===== config.mk =====
export PLATFORM = sky130hd
export DESIGN_NAME = input_conditioner
export DESIGN_NICKNAME = d
export VERILOG_FILES = /design/src/rtl/input_cond_pkg.sv /design/src/rtl/btn_debounce.sv /design/src/rtl/input_conditioner.sv
export SDC_FILE = /design/constraint.sdc
export NUM_CORES = 1
export LEC_CHECK = 0
export ABC_CLOCK_PERIOD_IN_PS = 3120
export CAP_MARGIN = 20
export CORE_MARGIN = 2
export CORE_UTILIZATION = 35
export DETAILED_ROUTE_END_ITERATION = 7
export GPL_TIMING_DRIVEN = 0
export PLACE_DENSITY = 0.61
export SYNTH_ARGS = -nofsm -noshare
export SYNTH_HDL_FRONTEND = slang
export SYNTH_SLANG_ARGS = --single-unit

===== constraint.sdc =====
create_clock -name clk -period 3.12 [get_ports clk]
set_input_delay 0.624 -clock clk [delete_from_list [all_inputs] [get_ports clk]]
set_output_delay 0.624 -clock clk [all_outputs]
set_load 0.02 [all_outputs]

===== src/rtl/input_cond_pkg.sv =====
// input_cond_pkg: widths, one-hot ALU opcodes and debounce states shared by input_conditioner.
package input_cond_pkg;
  localparam int OP_W    = 11;
  localparam int NUM_OPS = 9;
  localparam int OPND_W  = 8;
  localparam int SW_W    = 3;
  localparam int OPC_W   = 4;
  localparam logic [OP_W-1:0] OP_ADD       = 11'b000_0000_0001;
  localparam logic [OP_W-1:0] OP_SUB       = 11'b000_0000_0010;
  localparam logic [OP_W-1:0] OP_MUL       = 11'b000_0000_0100;
  localparam logic [OP_W-1:0] OP_DIV       = 11'b000_0000_1000;
  localparam logic [OP_W-1:0] OP_RGB       = 11'b000_0001_0000;
  localparam logic [OP_W-1:0] OP_HI        = 11'b000_0010_0000;
  localparam logic [OP_W-1:0] OP_STOPWATCH = 11'b000_0100_0000;
  localparam logic [OP_W-1:0] OP_VGA       = 11'b000_1000_0000;
  localparam logic [OP_W-1:0] OP_RXN       = 11'b001_0000_0000;
  // Codes past the last legal opcode decode to no operation at all.
  localparam logic [OP_W-1:0] OP_LUT [16] = '{
    OP_ADD, OP_SUB, OP_MUL, OP_DIV, OP_RGB, OP_HI, OP_STOPWATCH, OP_VGA, OP_RXN,
    11'd0, 11'd0, 11'd0, 11'd0, 11'd0, 11'd0, 11'd0
  };
  typedef enum logic [1:0] {
    DB_IDLE,
    DB_PRESS_WAIT,
    DB_HELD,
    DB_RELEASE_WAIT
  } db_state_e;
  function automatic logic [OP_W-1:0] op_decode(input logic [OPC_W-1:0] code);
    return OP_LUT[code];
  endfunction
  function automatic logic op_illegal(input logic [OPC_W-1:0] code);
    return code >= OPC_W'(NUM_OPS);
  endfunction
endpackage


===== src/rtl/btn_debounce.sv =====
// btn_debounce: synchronises a bouncy button and emits a one-cycle o_press per accepted press.
module btn_debounce
  import input_cond_pkg::*;
#(
  parameter int DEBOUNCE_CYCLES = 1000000,
  parameter int SYNC_STAGES     = 2
) (
  input  logic clk,
  input  logic reset,
  input  logic i_btn,
  output logic o_press
);
  localparam int CNT_W = $clog2(DEBOUNCE_CYCLES + 1);
  localparam logic [CNT_W-1:0] CNT_LAST = CNT_W'(DEBOUNCE_CYCLES - 1);
  localparam logic [CNT_W-1:0] CNT_MAX  = CNT_W'(DEBOUNCE_CYCLES);
  logic [SYNC_STAGES-1:0] r_sync;
  logic [CNT_W-1:0]       r_cnt;
  logic [CNT_W-1:0]       w_cnt_next;
  logic [CNT_W-1:0]       w_cnt_inc;
  db_state_e              r_state;
  db_state_e              w_state_next;
  logic                   w_btn;
  assign w_btn     = r_sync[SYNC_STAGES-1];
  assign w_cnt_inc = (r_cnt == CNT_MAX) ? r_cnt : r_cnt + 1'b1;
  always_ff @(posedge clk or negedge reset) begin
    if (!reset) begin
      r_sync  <= '0;
      r_state <= DB_IDLE;
      r_cnt   <= '0;
    end else begin
      r_sync  <= {r_sync[SYNC_STAGES-2:0], i_btn};
      r_state <= w_state_next;
      r_cnt   <= w_cnt_next;
    end
  end
  // The edge that leaves IDLE/HELD is not counted; the wait states need DEBOUNCE_CYCLES more.
  always_comb begin
    w_state_next = r_state;
    w_cnt_next   = '0;
    o_press      = 1'b0;
    unique case (r_state)
      DB_IDLE:
        w_state_next = w_btn ? DB_PRESS_WAIT : DB_IDLE;
      DB_PRESS_WAIT:
        if (!w_btn) begin
          w_state_next = DB_IDLE;
        end else if (r_cnt == CNT_LAST) begin
          w_state_next = DB_HELD;
          o_press      = 1'b1;
        end else begin
          w_cnt_next = w_cnt_inc;
        end
      DB_HELD:
        w_state_next = w_btn ? DB_HELD : DB_RELEASE_WAIT;
      DB_RELEASE_WAIT:
        if (w_btn) begin
          w_state_next = DB_HELD;
        end else if (r_cnt == CNT_LAST) begin
          w_state_next = DB_IDLE;
        end else begin
          w_cnt_next = w_cnt_inc;
        end
      default:
        w_state_next = DB_IDLE;
    endcase
  end
endmodule


===== src/rtl/input_conditioner.sv =====
// input_conditioner: synchronised switches + debounced go button -> one captured ALU request with go handshake.
// Optional INPUT_COND_OP_ERR_EN adds the op_err output flagging an illegal captured opcode.
module input_conditioner
  import input_cond_pkg::*;
#(
  parameter int DEBOUNCE_CYCLES = 1000000,
  parameter int SYNC_STAGES     = 2
) (
  input  logic              clk,
  input  logic              reset,
  input  logic [SW_W-1:0]   a_short,
  input  logic [SW_W-1:0]   b_short,
  input  logic [OPC_W-1:0]  op_code_abbreviated,
  input  logic              go_btn,
  input  logic              alu_ready,
  output logic [OPND_W-1:0] a,
  output logic [OPND_W-1:0] b,
  output logic [OP_W-1:0]   op_code,
  output logic              go
`ifdef INPUT_COND_OP_ERR_EN
  ,
  output logic              op_err
`endif
);
  localparam int SWB_W = 2 * SW_W + OPC_W;
  logic [SYNC_STAGES-1:0][SWB_W-1:0] r_sw_sync;
  logic [SW_W-1:0]   w_a;
  logic [SW_W-1:0]   w_b;
  logic [OPC_W-1:0]  w_opc;
  logic              w_press;
  logic              w_capture;
  logic [OPND_W-1:0] r_a;
  logic [OPND_W-1:0] r_b;
  logic [OP_W-1:0]   r_op;
  logic              r_go;
  assign {w_a, w_b, w_opc} = r_sw_sync[SYNC_STAGES-1];
  // A press arriving while a request is pending is dropped.
  assign w_capture = w_press && !r_go;
  btn_debounce #(
    .DEBOUNCE_CYCLES(DEBOUNCE_CYCLES),
    .SYNC_STAGES    (SYNC_STAGES)
  ) u_debounce (
    .clk    (clk),
    .reset  (reset),
    .i_btn  (go_btn),
    .o_press(w_press)
  );
  always_ff @(posedge clk or negedge reset) begin
    if (!reset) begin
      r_sw_sync <= '0;
      r_a       <= '0;
      r_b       <= '0;
      r_op      <= '0;
      r_go      <= 1'b0;
    end else begin
      r_sw_sync <= {r_sw_sync[SYNC_STAGES-2:0], {a_short, b_short, op_code_abbreviated}};
      if (w_capture) begin
        r_a  <= OPND_W'(w_a);
        r_b  <= OPND_W'(w_b);
        r_op <= op_decode(w_opc);
      end
      r_go <= r_go ? !alu_ready : w_press;
    end
  end
  assign a       = r_a;
  assign b       = r_b;
  assign op_code = r_op;
  assign go      = r_go;
`ifdef INPUT_COND_OP_ERR_EN
  logic r_op_err;
  always_ff @(posedge clk or negedge reset) begin
    if (!reset) r_op_err <= 1'b0;
    else if (w_capture) r_op_err <= op_illegal(w_opc);
  end
  assign op_err = r_op_err;
`endif
endmodule


==> results of run 1 <==
==> Yosys cell counts (all sizes together) (2+ instances only) <==
master | number | area [µm²]
a21oi | 11 | 55.1
and4 | 2 | 17.5
nand3 | 7 | 35.0
or4 | 5 | 45.0
o21ai | 8 | 40.0
clkbuf | 3 | 12.5
nor2 | 12 | 45.0
inv | 7 | 26.3
dfrtp | 60 | 1500
nor3 | 7 | 46.3
o31ai | 4 | 30.0
nand4 | 5 | 31.3
nand2 | 6 | 22.5
buf | 16 | 126
nor4b | 2 | 17.5
mux2 | 15 | 203
xor2 | 9 | 78.8
nand2b | 4 | 25.0
nor4 | 2 | 12.5
ha | 2 | 25.0
or3 | 6 | 37.5
==> power by group through the flow <==
stage          Sequential (W)  Clock [W]  Combinational, W
6_report             0.000803   0.000762         0.0000759
2_1_floorplan        0.000815          0         0.0000387
3_3_place_gp         0.000817          0         0.0000736
5_1_grt              0.000804   0.000827         0.0000847
3_5_place_dp         0.000818          0         0.0000769
4_1_cts              0.000803   0.000783         0.0000773
==> area by class of cell <==
cell class,count,area share
Clock buffer,11,0.0440
Sequential cell,60,0.467
Inverter,7,0.00818
Multi-Input combinational cell,131,0.282
Tap cell,96,0.0374
Clock inverter,5,0.0234
Buffer,19,0.0432
Timing Repair Buffer,30,0.0950
==> through the flow <==
stage	instance area, µm²	util	worst slack, ns	power (W)
3_3_place_gp	2980	0.432	-0.511	0.000890
4_1_cts	3210	0.465	0.374	0.00166
2_1_floorplan	2570	-	0.599	0.000854
6_report	3210	0.465	0.392	0.00164
3_5_place_dp	3000	0.434	0.378	0.000895
5_1_grt	3210	0.465	0.277	0.00172
==> worst min path at each step <==
stage                       from             to  slack (ns)
floorplan                  reset      async pin        0.33
global placement    r_sw_sync[8]  r_sw_sync[18]        0.33
detailed placement  r_sw_sync[8]  r_sw_sync[18]        0.33
CTS                        reset  r_sw_sync[10]        0.29
global route               reset  r_sw_sync[18]        0.32
finish                     reset  r_sw_sync[10]        0.29
==> layer usage <==
| metal | global-route usage | up-vias |
|---|---|---|
| met5 | 0 | - |
| met4 | 0.0570 | 0 |
| met3 | 0.0508 | 4 |
| met2 | 0.204 | 39 |
| met1 | 0.178 | 812 |
| li1 | - | 804 |
==> logic make-up (layout without fill, tap and decap cells) <==
| group | count (synthesis) | in the layout | synth area share |
|---|---|---|---|
| xor+xnor | 10 | 10 | 0.0346 |
| simple gates | 66 | 66 | 0.156 |
| fa+ha+maj | 2 | 2 | 0.00989 |
| mux | 15 | 15 | 0.0801 |
| compound gates | 26 | 26 | 0.0589 |
| buf+inv | 26 | 72 | 0.0653 |
| flops | 60 | 60 | 0.593 |
| other cells | 1 | 12 | 0.00148 |
==> sequential cells by signal, indices dropped and copies added (netlist names), named ones only <==
register / cells
u_debounce.r_state: 1
a: 3
go: 1
u_debounce.r_cnt: 20
op_code: 9
u_debounce.r_sync: 2
b: 3
r_sw_sync: 20
==> run_results.csv, run 1 <==
group,metric,value,unit
route,final_routed_wirelength_across_all_metal_layers,4640,µm
clocking,clock_tree.htree_level_count,3,
route,wl_per_cell,12.9,µm
power_and_ir_drop,internal_dissipation,0.00129,W
sta,period_share,0.874,
setup_path,cp.buffers_inverters,2,
logic_synthesis,postSynthCellCount,206,
logic_synthesis,ys.warnings.count,0,
setup_path,timing.critical_path.max_delay_family,"simple AND/OR/NAND/NOR gates",
placed_design,final_gp_congestion,0.749,
global_routing,initial_antenna_violation_count,0,
logic_synthesis,mean_instance_size_in_the_synthesized_netlist,12.3,µm²
logic_synthesis,mapped_area,0.00253,mm²
logic_synthesis,synth.lib_cells_used.distinct,41,
cells_and_area,post_route_cells_drive_above_1_share,0.202,
clocking,cts_buffer_count,9,
clocking,tritoncts_num_sinks,60,
setup_path,worstSetupPathDepth,6,
setup_path,ff2ff_setup_slack,0.39,ns
power_and_ir_drop,seqPwrFrac,0.489,
logic_synthesis,number_of_enable_flip_flop_cells_after_synthesis,0,
clocking,holdBufCountCts,0,
cells_and_area,layout_commonest_cell,"dfrtp_1",
setup_path,timing.setup.critical_path_class,"reg2reg",
cells_and_area,seqCellArea,0.00150,mm²
setup_path,reg2reg_from,"u_debounce.r_cnt[7]",
route,wl_met2,2190,µm
floorplanning,fp.dieH,89.0,µm
sta,fin_hold_ws,0.290,ns
logic_synthesis,ys_dominant_reg_cell,"dfrtp_1",
power_and_ir_drop,power_frac_comb,0.046,
cells_and_area,finalNetCount,274,
floorplanning,floorplan.rows,30,
clocking,cts_tree,"yes",
cells_and_area,post_route_insts_no_fill,359,
power_and_ir_drop,power.static_leakage,1.42,nW
setup_path,critical-path-top-cell-by-count,"or4_4",
cells_and_area,area_growth,27.0,%
power_and_ir_drop,netsw,0.000346,W
sta,rsz0062_at_grt,"no",
placed_design,numPlacedInstances,343,
sta,final_period_minus_worst_setup_slack,2.73,ns
route,ant_nets,0,
route,route.layer.met1.wl,2190,µm
global_routing,grt_max_degree,36,
route,num_vias,1659,
floorplanning,num_io_pins,42,
setup_path,cp_max_fo,10,
sta,timing.final.hold_violations,0,
floorplanning,start_util,0.366,
sta,slew_viol_final,0,
power_and_ir_drop,p_sw_frac,0.211,
sta,tns,0,ns
setup_path,series_of_cell_instances_along_the_critical_path,"or4_4 > or4_4 > buf_6 > nor3_4 > buf_8 > mux2_4",
clocking,ctsResizeCount,0,
route,top_layer,"met4",
cells_and_area,nFillCells,646,
logic_synthesis,synth_sequential_area_ratio,0.593,
logic_synthesis,synth_async_sr_flop_share,1.00,
clocking,post_cts_repair_timing_setup_buffer_count,0,
clocking,ctsRootBufferMaster,"clkbuf_8",
clocking,cts_max_path_buffers,2,
power_and_ir_drop,irDropWorstVdd,262,µV
route,drtIter0Drc,109,
floorplanning,fp.dieArea,0.00792,mm²
logic_synthesis,ys_seq_elements,60,
route,drt_pre_antenna_iters,4,
setup_path,setup.worst_path.end,"b[1]",
global_routing,wire_length_of_the_first_global_routing_pass,8010,µm
min_path,timing.hold.worst.class,"in2async",
sta,worstMarginPinSlew,0.588,ns
placed_design,dp.final_hpwl,3080,µm
setup_path,critical_path.slowest_cell,"or4_4",
sta,fmaxAchievable,367,MHz
placed_design,port-buffer-count,29,
global_routing,grt-ovfl-total,0,
sta,finClkSkew,0.00735,ns
floorplanning,core,0.00691,mm²
clocking,path_clk_slew,0.07,ns
route,vias_per_cell,4.62,
floorplanning,die_span_in_x,89.0,µm
route,detailroute.wirelength.met3,209,µm
sta,setup_viol,0,
clocking,clock_insertion_delay_worst_skew,0.33,ns
setup_path,cp-end-kind,"register",
job,maxCapViolations,0,
setup_path,start_kind,"register",
setup_path,worst_setup_path_startpoint,"u_debounce.r_cnt[7]",
cells_and_area,area_taken_by_multi_input_logic_gates,905,µm²
setup_path,timing.critical_path.required,3.33,ns
cells_and_area,diodes,0,
power_and_ir_drop,power_density,511,mW/mm²
setup_path,r2r_cells,6,
global_routing,via_count_of_the_first_global_routing_pass,1605,
setup_path,crit_path_max_incr_delay,0.56,ns
setup_path,rr_endpoint,"b[1]",
outcome,status,"completed",
route,remaining_drc_errors,0,
power_and_ir_drop,share_clk_of_total_power,0.464,
global_routing,groute.usage.overall,0.136,
setup_path,cp.arrival,2.94,ns
sta,timing.max_slew.rel_slack,0.608,
cells_and_area,most-common-layout-cells,"dfrtp_1, clkdlybuf4s50_1, nor2_1, buf_4, conb_1",
No activity file was read; power rests on OpenSTA's default activity.
==> inputs of run 2 (changes only) <==
--- a/config.mk
+++ b/config.mk
@@ -11,6 +11,7 @@
 export CORE_UTILIZATION = 35
 export DETAILED_ROUTE_END_ITERATION = 7
 export GPL_TIMING_DRIVEN = 0
+export MAX_ROUTING_LAYER = met4
 export PLACE_DENSITY = 0.61
 export SYNTH_ARGS = -nofsm -noshare
 export SYNTH_HDL_FRONTEND = slang
==> run 2 against run 1 <==
Hold slack worse by 0.0055 ns. Critical path depth is the same. Via count rose by 0.66%. Sequential cell count stayed put. Clock power barely moved. Global-route usage is 0.36 points higher. Clock skew hardly changed. Sequential power about the same. Highest routed layer unchanged.
==> run_results.csv, run 2 (synthesized netlist as in run 1, its figures left out) <==
group,metric,value,unit
outcome,status,"completed",
setup_path,timing.critical_path.required,3.34,ns
setup_path,reg2reg_from,"u_debounce.r_cnt[7]",
clocking,clock_tree.htree_level_count,3,
route,ant_nets,0,
cells_and_area,finalNetCount,274,
route,wl_per_cell,12.9,µm
route,remaining_drc_errors,0,
sta,worstMarginPinSlew,0.583,ns
floorplanning,start_util,0.366,
cells_and_area,area_growth,27.0,%
route,drt_pre_antenna_iters,4,
cells_and_area,post_route_cells_drive_above_1_share,0.202,
sta,setup_ws,0.388,ns
clocking,cts_tree,"yes",
clocking,holdBufCountCts,0,
floorplanning,floorplan.rows,30,
cells_and_area,nFillCells,646,
floorplanning,die_span_in_x,89.0,µm
sta,rsz0062_at_grt,"no",
sta,finClkSkew,0.00704,ns
setup_path,worst_setup_path_startpoint,"u_debounce.r_cnt[7]",
clocking,tritoncts_num_sinks,60,
sta,setup_viol,0,
clocking,path_clk_slew,0.07,ns
clocking,ctsResizeCount,0,
setup_path,setup.worst_path.end,"b[1]",
sta,period_share,0.876,
cells_and_area,layout_commonest_cell,"dfrtp_1",
route,num_vias,1670,
sta,slew_viol_final,0,
floorplanning,core,0.00691,mm²
setup_path,cp_max_fo,10,
power_and_ir_drop,power.static_leakage,1.42,nW
cells_and_area,area_taken_by_multi_input_logic_gates,905,µm²
sta,fmaxAchievable,366,MHz
floorplanning,fp.dieArea,0.00792,mm²
global_routing,grt-ovfl-total,0,
route,drtIter0Drc,93,
power_and_ir_drop,irDropWorstVdd,262,µV
global_routing,grt_max_degree,36,
setup_path,cp.arrival,2.95,ns
global_routing,groute.usage.overall,0.140,
clocking,ctsRootBufferMaster,"clkbuf_8",
placed_design,dp.final_hpwl,3080,µm
clocking,cts_buffer_count,9,
sta,final_period_minus_worst_setup_slack,2.73,ns
global_routing,via_count_of_the_first_global_routing_pass,1599,
clocking,post_cts_repair_timing_setup_buffer_count,0,
sta,timing.max_slew.rel_slack,0.611,
job,maxCapViolations,0,
cells_and_area,diodes,0,
power_and_ir_drop,power_density,511,mW/mm²
setup_path,ff2ff_setup_slack,0.39,ns
cells_and_area,seqCellArea,0.00150,mm²
floorplanning,num_io_pins,42,
clocking,clock_insertion_delay_worst_skew,0.33,ns
global_routing,wire_length_of_the_first_global_routing_pass,8040,µm
setup_path,timing.setup.critical_path_class,"reg2reg",
placed_design,port-buffer-count,29,
setup_path,cp-end-kind,"register",
clocking,cts_max_path_buffers,2,
placed_design,final_gp_congestion,0.758,
route,vias_per_cell,4.65,
cells_and_area,most-common-layout-cells,"dfrtp_1, clkdlybuf4s50_1, nor2_1, buf_4, conb_1",
sta,tns,0,ns
floorplanning,fp.dieH,89.0,µm
min_path,timing.hold.worst.class,"in2async",
setup_path,r2r_cells,6,
setup_path,start_kind,"register",
cells_and_area,core_occupancy_in_the_finished_layout,0.465,
route,final_routed_wirelength_across_all_metal_layers,4620,µm
placed_design,pre_cts_ws,0.378,ns
sta,timing.final.hold_violations,0,
global_routing,initial_antenna_violation_count,0,
setup_path,rr_endpoint,"b[1]",
-- run 2: where the power goes --
group	switching [W]	internal, W
Clock	0.000296	0.000468
Combinational	0.0000426	0.0000331
Sequential	0.00000899	0.000794
-- run 2: cell type report --
| type | instances | area share |
|---|---|---|
| flip-flops and latches | 60 | 0.467 |
| multi-input cells | 131 | 0.282 |
| repair buffers | 30 | 0.0950 |
| clock buffers | 11 | 0.0440 |
| plain buffers | 19 | 0.0432 |
| well taps | 96 | 0.0374 |
| clock inverters | 5 | 0.0234 |
| inverters | 7 | 0.00818 |
-- run 2: stage by stage --
stage	cell area (µm²)	hold slack [ns]	cells	power [W]
global placement	2980	0.333	342	0.000890
floorplan	2570	0.328	217	0.000854
detailed placement	3000	0.335	343	0.000895
finish	3210	0.285	359	0.00164
global route	3210	0.323	359	0.00172
CTS	3210	0.289	359	0.00166
-- run 2: metal layers --
metal | vias up | track usage | share of wire
met5 | - | - | 0
met4 | 0 | 0.0611 | 0.019
met3 | 8 | 0.0443 | 0.042
met2 | 42 | 0.205 | 0.46
met1 | 815 | 0.178 | 0.47
li1 | 805 | - | -
-- run 2: worst min-delay path by stage --
stage | slack (ns) | endpoint | from | cells past startpoint
final | 0.28 | r_sw_sync[10] | reset | 1
after global routing | 0.32 | r_sw_sync[18] | reset | 1
after global placement | 0.33 | r_sw_sync[18] | r_sw_sync[8] | 0
after detailed placement | 0.33 | r_sw_sync[18] | r_sw_sync[8] | 0
after CTS | 0.29 | r_sw_sync[10] | reset | 1
after floorplan | 0.33 | async pin | reset | 0
-- run 2: critical path: stages, from the launching register on --
cell     delay [ns]
dfrtp_1        0.44
or4_4          0.56
or4_4          0.52
buf_6          0.15
nor3_4         0.41
buf_8          0.22
mux2_4         0.31
==> inputs of run 3 (changes only) <==
--- a/config.mk
+++ b/config.mk
@@ -7,6 +7,7 @@
 export LEC_CHECK = 0
 export ABC_CLOCK_PERIOD_IN_PS = 3120
 export CAP_MARGIN = 20
+export CORE_ASPECT_RATIO = 1.1
 export CORE_MARGIN = 2
 export CORE_UTILIZATION = 35
 export DETAILED_ROUTE_END_ITERATION = 7
==> run 3 against run 2 <==
Core utilization shrank 0.34 points. Critical path depth unchanged. Routed wire length down 3.7%. First-iteration DRC count down 11%. Global-route usage shrank 1.1 points. Cell count decreased by 3.3%. Register-to-register slack better by 0.04 ns.
==> run_results.csv, run 3 (synthesized netlist as in run 1, its figures left out) <==
group,metric,value,unit
outcome,status,"completed",
global_routing,groute.usage.overall,0.128,
clocking,cts_tree,"yes",
setup_path,cp.arrival,2.90,ns
route,top_layer,"met4",
clocking,post_cts_repair_timing_setup_buffer_count,0,
cells_and_area,diodes,0,
route,ant_nets,0,
placed_design,port-buffer-count,29,
sta,finClkSkew,0.00841,ns
floorplanning,floorplan.rows,32,
setup_path,start_kind,"register",
global_routing,grt_max_degree,32,
route,final_routed_wirelength_across_all_metal_layers,4450,µm
sta,final_period_minus_worst_setup_slack,2.69,ns
clocking,clock_tree.htree_level_count,3,
route,detailroute.wirelength.met3,150,µm
route,num_vias,1619,
sta,timing.final.hold_violations,0,
clocking,cts_max_path_buffers,2,
route,wl_per_cell,12.8,µm
sta,period_share,0.863,
setup_path,cp_max_fo,10,
setup_path,reg2reg_from,"u_debounce.r_cnt[7]",
route,drtIter0Drc,83,
sta,slew_viol_final,0,
route,wl_met2,2120,µm
floorplanning,fp.dieH,93.2,µm
sta,tns,0,ns
setup_path,timing.setup.critical_path_class,"reg2reg",
clocking,ctsResizeCount,0,
power_and_ir_drop,irDropWorstVdd,346,µV
setup_path,worst_setup_path_startpoint,"u_debounce.r_cnt[7]",
clocking,ctsRootBufferMaster,"clkbuf_8",
global_routing,wire_length_of_the_first_global_routing_pass,7710,µm
placed_design,final_gp_congestion,0.715,
route,remaining_drc_errors,0,
sta,fmaxAchievable,371,MHz
setup_path,r2r_cells,6,
cells_and_area,area_growth,27.9,%
cells_and_area,nFillCells,619,
sta,setup_ws,0.426,ns
placed_design,pre_cts_ws,0.412,ns
setup_path,ff2ff_setup_slack,0.43,ns
floorplanning,num_io_pins,42,
sta,setup_viol,0,
clocking,cts_buffer_count,9,
setup_path,cp-end-kind,"register",
cells_and_area,post_route_cells_drive_above_1_share,0.198,
sta,timing.max_slew.rel_slack,0.526,
cells_and_area,layout_commonest_cell,"dfrtp_1",
floorplanning,die_span_in_x,85.1,µm
route,drt_pre_antenna_iters,4,
cells_and_area,most-common-layout-cells,"dfrtp_1, clkdlybuf4s50_1, nor2_1, buf_4, conb_1",
cells_and_area,finalNetCount,274,
route,vias_per_cell,4.67,
route,route.layer.met1.wl,2090,µm
cells_and_area,area_taken_by_multi_input_logic_gates,905,µm²
cells_and_area,seqCellArea,0.00150,mm²
clocking,tritoncts_num_sinks,60,
floorplanning,core,0.00701,mm²
global_routing,grt-ovfl-total,0,
power_and_ir_drop,power.static_leakage,1.43,nW
clocking,holdBufCountCts,0,
min_path,timing.hold.worst.class,"in2async",
global_routing,via_count_of_the_first_global_routing_pass,1657,
sta,worstMarginPinSlew,0.711,ns
setup_path,timing.critical_path.required,3.33,ns
clocking,clock_insertion_delay_worst_skew,0.33,ns
placed_design,dp.final_hpwl,3110,µm
setup_path,rr_endpoint,"op_code[7]",
global_routing,initial_antenna_violation_count,0,
sta,rsz0062_at_grt,"no",
floorplanning,fp.dieArea,0.00793,mm²
clocking,path_clk_slew,0.07,ns
floorplanning,start_util,0.361,
job,maxCapViolations,0,
power_and_ir_drop,power_density,548,mW/mm²
[run 3: cell count changes in the layout (fill, tap and decap cells not counted)]
| cell | previous run | this run |
|---|---|---|
| clkbuf_8 | 10 | 9 |
| clkinv_2 | 3 | 1 |
| bufinv_16 | 2 | 4 |
[run 3: per-stage QoR]
stage | total power (W) | hold WS, ns | std cells | area [µm²] | util
2_1_floorplan | 0.000854 | 0.328 | 217 | 2570 | -
3_3_place_gp | 0.000890 | 0.333 | 331 | 2970 | 0.424
3_5_place_dp | 0.000894 | 0.337 | 332 | 2980 | 0.426
4_1_cts | 0.00179 | 0.353 | 347 | 3240 | 0.462
5_1_grt | 0.00183 | 0.362 | 347 | 3240 | 0.462
6_report | 0.00177 | 0.343 | 347 | 3240 | 0.462
[run 3: area by class of cell]
cell class / count / share of cell area
Buffer: 19 / 0.0429
Clock buffer: 10 / 0.0394
Clock inverter: 5 / 0.0387
Inverter: 7 / 0.00812
Multi-Input combinational cell: 131 / 0.280
Sequential cell: 60 / 0.464
Tap cell: 85 / 0.0329
Timing Repair Buffer: 30 / 0.0944
[run 3: critical path, stage by stage, from the launching register on]
cell and delay [ns]:
dfrtp_1 0.43, or4_4 0.55, or4_4 0.52, buf_6 0.15
nor3_4 0.40, buf_8 0.22, mux2_4 0.31
[run 3: power by group]
part           internal, W  switching, W  leakage (nW)
Sequential        0.000794    0.00000876         0.784
Clock             0.000606      0.000288         0.126
Combinational    0.0000330     0.0000421         0.521
[run 3: how the worst max path moves through the flow]
stage	slack [ns]	endpoint	depth (start not counted)
after CTS	0.41	op_code[7]	6
final	0.43	op_code[7]	6
after global routing	0.32	op_code[5]	6
after floorplan	0.60	a[0]	6
after detailed placement	0.41	op_code[7]	6
after global placement	-0.46	u_debounce.r_cnt[2]	1
[run 3: per-layer routing]
metal	global-route usage	up-vias
li1	-	808
met1	0.160	773
met4	0.0754	0
met5	-	-
met2	0.193	32
met3	0.0256	6
